**config.mk**
```make
export PLATFORM = sky130hd
export DESIGN_NAME = rf_mp
export DESIGN_NICKNAME = d
export VERILOG_FILES = /design/src/rtl/rf_mp.sv
export SDC_FILE = /design/constraint.sdc
export NUM_CORES = 2
export LEC_CHECK = 0
export ABC_AREA = 1
export CAP_MARGIN = 10
export CORE_MARGIN = 3
export CORE_UTILIZATION = 39
export CTS_CLUSTER_DIAMETER = 120
export DETAILED_ROUTE_END_ITERATION = 12
export PLACE_DENSITY = 0.54
export SLEW_MARGIN = 40
export SYNTH_ARGS = -nofsm -noshare
export SYNTH_HDL_FRONTEND = slang
export SYNTH_SLANG_ARGS = --single-unit
```
**constraint.sdc**
```tcl
create_clock -name clk_i -period 2.9 [get_ports clk_i]
set_clock_uncertainty 0.05 [all_clocks]
set_input_delay 0.435 -clock clk_i [delete_from_list [all_inputs] [get_ports clk_i]]
set_output_delay 0.435 -clock clk_i [all_outputs]
set_load 0.02 [all_outputs]
```
**src/rtl/rf_mp.sv**
```systemverilog
`default_nettype none
// ============================================================================
// Module   : rf_mp
// Purpose  : Parametrised multi-port integer register file. NRD
//            combinational read ports, two write lanes (lane 1 has priority),
//            optional same-cycle write-to-read bypass, optional hard-wired
//            zero register, and a sequential bulk-clear engine.
// Ports    :
//   clk_i    in   1          clock, rising edge
//   reset    in   1          synchronous active-low reset
//   ra_i     in   NRD*AW     read addresses, port k at [k*AW +: AW]
//   rd_o     out  NRD*XLEN   read data, port k at [k*XLEN +: XLEN]
//   we0_i    in   1          lane 0 write enable
//   wa0_i    in   AW         lane 0 write address
//   wd0_i    in   XLEN       lane 0 write data
//   we1_i    in   1          lane 1 write enable (priority lane)
//   wa1_i    in   AW         lane 1 write address
//   wd1_i    in   XLEN       lane 1 write data
//   clear_i  in   1          pulse that starts a sequential clear
//   busy_o   out  1          high while the clear engine runs (registered)
// Revision : 1.0 - initial release
// ============================================================================
module rf_mp #(
  parameter int XLEN     = 32,
  parameter int DEPTH    = 32,
  parameter int NRD      = 2,
  parameter int BYPASS   = 1,
  parameter int ZERO_REG = 1,
  localparam int AW      = $clog2(DEPTH)
) (
  input  logic                clk_i,
  input  logic                reset,
  input  logic [NRD*AW-1:0]   ra_i,
  output logic [NRD*XLEN-1:0] rd_o,
  input  logic                we0_i,
  input  logic [AW-1:0]       wa0_i,
  input  logic [XLEN-1:0]     wd0_i,
  input  logic                we1_i,
  input  logic [AW-1:0]       wa1_i,
  input  logic [XLEN-1:0]     wd1_i,
  input  logic                clear_i,
  output logic                busy_o
);

  localparam logic [AW-1:0] C_LAST_IDX = AW'(DEPTH - 1);
  localparam logic [AW-1:0] C_IDX_ONE  = AW'(1);

  typedef enum logic [0:0] {
    S_IDLE  = 1'b0,
    S_CLEAR = 1'b1
  } state_e;

  state_e          state_q, state_d;
  logic [AW-1:0]   idx_q, idx_d;
  logic            busy_q;
  logic [XLEN-1:0] mem_q [DEPTH];

  logic idle;
  logic wv0, wv1;

  assign idle = (state_q == S_IDLE);

  // A write is live only while idle and, with a hard-wired zero register,
  // never to address 0. The same qualification gates storage and bypass.
  assign wv0 = we0_i && idle && !((ZERO_REG != 0) && (wa0_i == '0));
  assign wv1 = we1_i && idle && !((ZERO_REG != 0) && (wa1_i == '0));

  // --------------------------------------------------------------------------
  // Clear engine: IDLE -> CLEAR on clear_i, sweep index 0..DEPTH-1, back.
  // --------------------------------------------------------------------------
  always_comb begin
    state_d = state_q;
    idx_d   = idx_q;
    case (state_q)
      S_IDLE: begin
        if (clear_i) begin
          state_d = S_CLEAR;
          idx_d   = '0;
        end
      end
      S_CLEAR: begin
        idx_d = idx_q + C_IDX_ONE;
        if (idx_q == C_LAST_IDX) begin
          state_d = S_IDLE;
          idx_d   = '0;
        end
      end
      default: begin
        state_d = S_IDLE;
        idx_d   = '0;
      end
    endcase
  end

  always_ff @(posedge clk_i) begin
    if (!reset) begin
      state_q <= S_IDLE;
      idx_q   <= '0;
      busy_q  <= 1'b0;
    end else begin
      state_q <= state_d;
      idx_q   <= idx_d;
      busy_q  <= (state_d == S_CLEAR);
    end
  end

  assign busy_o = busy_q;

  // --------------------------------------------------------------------------
  // Storage. Lane 1 is written after lane 0 so it wins on an address clash.
  // --------------------------------------------------------------------------
  always_ff @(posedge clk_i) begin
    if (!reset) begin
      for (int i = 0; i < DEPTH; i++) begin
        mem_q[i] <= '0;
      end
    end else if (state_q == S_CLEAR) begin
      mem_q[idx_q] <= '0;
    end else begin
      if (wv0) mem_q[wa0_i] <= wd0_i;
      if (wv1) mem_q[wa1_i] <= wd1_i;
    end
  end

  // --------------------------------------------------------------------------
  // Combinational read ports with optional bypass.
  // --------------------------------------------------------------------------
  for (genvar k = 0; k < NRD; k++) begin : g_rd
    logic [AW-1:0]   ra;
    logic [XLEN-1:0] rd;

    assign ra = ra_i[k*AW +: AW];

    always_comb begin
      rd = mem_q[ra];
      if (BYPASS != 0) begin
        if (wv0 && (wa0_i == ra)) rd = wd0_i;
        if (wv1 && (wa1_i == ra)) rd = wd1_i;
      end
      if ((ZERO_REG != 0) && (ra == '0)) rd = '0;
    end

    assign rd_o[k*XLEN +: XLEN] = rd;
  end

endmodule
`default_nettype wire
```
==> impl_metrics.yaml <==
logic_synthesis:
  synth-seq-cells: 1030
  ys_seq_area_share_pct: 42.3
  ys_types: 33
  syn-mean-instance-area_um2: 6.53
  synth_area_um2: 72900
  ys_warn_count: 0
  netlist_instances: 11200
global_routing:
  grt.total_usage_pct: 36.3
  grt_max_degree: 58
  grt_pass1_wl_mm: 517
  antenna_found_initial: 11
  grt_pass1_vias: 75800
  grt-ovfl-total: 0
drt:
  num_vias: 82000
  drt_iter0_markers: 10700
  wl_per_cell_um: 25.9
  antenna_left: 0
  drc: 0
  wl_mm: 365
  via_per_inst: 5.82
  drt-pass1-iter-count: 7
timing:
  holdWs_ns: 0.378
  fin_ws_ns: -0.302
  finalCritPeriodShare_pct: 110
  slew_headroom_pct: 51.8
  fin_crit_ns: 3.20
  worst_pin_slew_ns: 0.723
  drv_slew: 0
  hold_viol: 0
  final-setup-viol-count: 64
  fin_setup_tns_ns: -15.13
  rsz0062_at_grt: "yes"
  clock.fmax_mhz: 312
die:
  die-area_um2: 192000
  row_count: 158
  ios: 154
  start_util_pct: 39.3
  die_y_um: 438
  coreArea_um2: 186000
  fp.dieW_um: 438
clock_tree:
  htreeDepth: 4
  cts.path.max_buffers: 3
  cts_root_buf: "clkbuf_16"
  cts_tree: "done"
  cts_hold_buf: 0
  cts_buffers: 135
  clock_latency_ns: 0.80
  cts_num_sinks: 1030
  clk_transition_reported_paths_ns: 0.06
worst_setup_path:
  critPathCaptureType: "primary output"
  worstPathArrival_ns: 2.72
  crit_path_start_kind: "flip-flop"
  criticalPathCategory: "flip-flop to primary output"
  crit_required_ns: 2.41
  crit_fanout: 6
power:
  max-vdd-ir-drop_uv: 606
  power.internal_mw: 29.3
  power_frac_clock_pct: 39.0
  p_seq_share_pct: 40.9
  switchingPower_mw: 13.1
  pwr-share-comb_pct: 20.1
  switching_share_pct: 31.0
  p_leak_nw: 42.2
  total_power_mw: 42.4
  powerDensity_nw_per_um2: 458
outcome:
  violations: "negative setup slack"
  status: "finished with violations"
cells_and_area:
  final_area_um2: 92400
  post-route-util_pct: 49.8
  multi_input_area_um2: 38500
  fin_cells: 14100
  drive_gt1_share_pct: 14.4
  fillCellCount: 17800
  final_nets: 11600
  area_growth_pct: 26.8
  seq_area_um2: 30900
placement:
  dpl_worst_slack_ns: -0.810
  place.gp.congestion: 0.975
  place_inst: 13800
  dp_hpwl_mm: 244
  postPlaceCellArea_um2: 86100
  io_buffers: 153
min_path:
  min_path_type: "input pin to flip-flop"
run:
  max-cap-violations: 0
[worst max-delay path, cell delays in order, from the launching register on]
cell     delay (ns)
dfxtp_4        0.38
nor2_4         0.24
nand2_2        0.11
inv_2          0.08
buf_6          0.09
nand4_1        0.09
buf_6          0.16
buf_16         0.17
buf_8          0.14
nand2_2        0.05
inv_2          0.03
a21oi_2        0.11
buf_4          0.13
buf_6          0.11
[per-layer routing]
layer	wire length, um	share of wire (%)	vias up	GRT usage [%]
met1	137000	38	38500	46.5
met3	39300	11	1131	7.59
met2	162000	44	5422	55.7
met5	51	0.014	-	0
li1	-	-	37000	-
met4	26200	7.2	8	23.2
[worst paths after layout]
path / startpoint / end / slack [ns] / depth (start not counted)
worst max register to register: busy_o / mem_q[29][27] / 0.08 / 15
worst min-delay path: wd1_i[27] / mem_q[24][27] / 0.38 / 4
worst max-delay path: busy_o / rd_o[50] / -0.30 / 13
worst min register to register: idx_q[3] / idx_q[3] / 0.44 / 2
[power by group through the flow]
| stage | Clock [mW] | Combinational [mW] | Sequential (mW) |
|---|---|---|---|
| 6_report | 16.5 | 8.52 | 17.3 |
| 5_1_grt | 17.2 | 8.88 | 17.4 |
| 4_1_cts | 16.6 | 8.12 | 17.3 |
| 3_5_place_dp | 0 | 7.96 | 17.6 |
| 3_3_place_gp | 0 | 7.93 | 17.6 |
| 2_1_floorplan | 0 | 3.69 | 17.5 |
[placed cells by master (no fill, tap or decap), types with 15 or more instances in the layout]
cell	n
nor2_4	55
edfxtp_1	1024
clkbuf_1	24
buf_6	61
nand3_1	2274
nand2_2	55
inv_1	68
a21oi_1	255
o21ai_1	39
buf_12	380
inv_2	33
clkinv_2	22
nand2_4	22
o21ai_2	18
clkbuf_16	165
nand2_1	4934
nor2_1	1139
nor2_2	15
conb_1	32
a21oi_2	50
buf_4	700
clkinv_1	33
clkdlybuf4s50_1	71
[area by class of cell]
| cell class | instances | share of cell area (%) |
|---|---|---|
| Clock buffer | 166 | 3.93 |
| Tap cell | 2480 | 3.36 |
| Sequential cell | 1030 | 33.4 |
| Timing Repair Buffer | 1267 | 16.6 |
| Inverter | 110 | 0.495 |
| Multi-Input combinational cell | 8967 | 41.6 |
| Clock inverter | 71 | 0.573 |
| Antenna cell | 6 | 0.0162 |
[flip-flops by register name (all words and copies together) (netlist names)]
| signal | count |
|---|---|
| busy_o | 1 |
| idx_q | 5 |
| mem_q | 1024 |
[timing repair]
| item | in CTS | in global routing |
|---|---|---|
| buffers inserted | 24 | 21 |
| cloned | 7 | 24 |
| endpoints found under the setup margin | 64 | 2048 |
| gates resized for setup | 501 | 185 |
| pin swaps | 36 | 71 |
[cell families after synthesis]
kind of cell             after synthesis  share of synthesized area (%)
flip-flops                          1030                           42.3
other                                  1                        0.00514
AND/OR/NAND/NOR                     8529                           48.0
buffers and inverters               1206                           6.78
XOR/XNOR                              13                          0.156
adder cells (fa/ha/maj)                2                         0.0343
AO/OA/AOI/OAI                        391                           2.70
[cells in the mapped netlist]
cell	number	area share, %
a211oi_1	1	0.010
a21oi_1	314	2.2
a221oi_1	1	0.012
a22oi_1	2	0.021
buf_1	71	0.37
buf_2	211	1.4
buf_4	39	0.40
buf_6	1	0.015
clkbuf_1	774	4.0
clkinv_1	3	0.015
conb_1	1	0.0051
dfxtp_1	6	0.16
edfxtp_1	1024	42
ha_1	2	0.034
inv_1	101	0.52
inv_2	6	0.031
nand2_1	5009	26
nand2_2	2	0.017
nand3_1	2284	16
nand3_4	1	0.024
nand4_1	8	0.069
nand4_2	1	0.017
nor2_1	1197	6.2
nor2_2	11	0.094
nor2_4	1	0.015
nor3_1	12	0.082
nor3_2	2	0.027
nor4_1	1	0.0086
o21ai_0	66	0.45
o21ai_1	6	0.041
o21ai_2	1	0.012
xnor2_1	10	0.12
xor2_1	3	0.036
No activity file was read; power rests on OpenSTA's default activity.
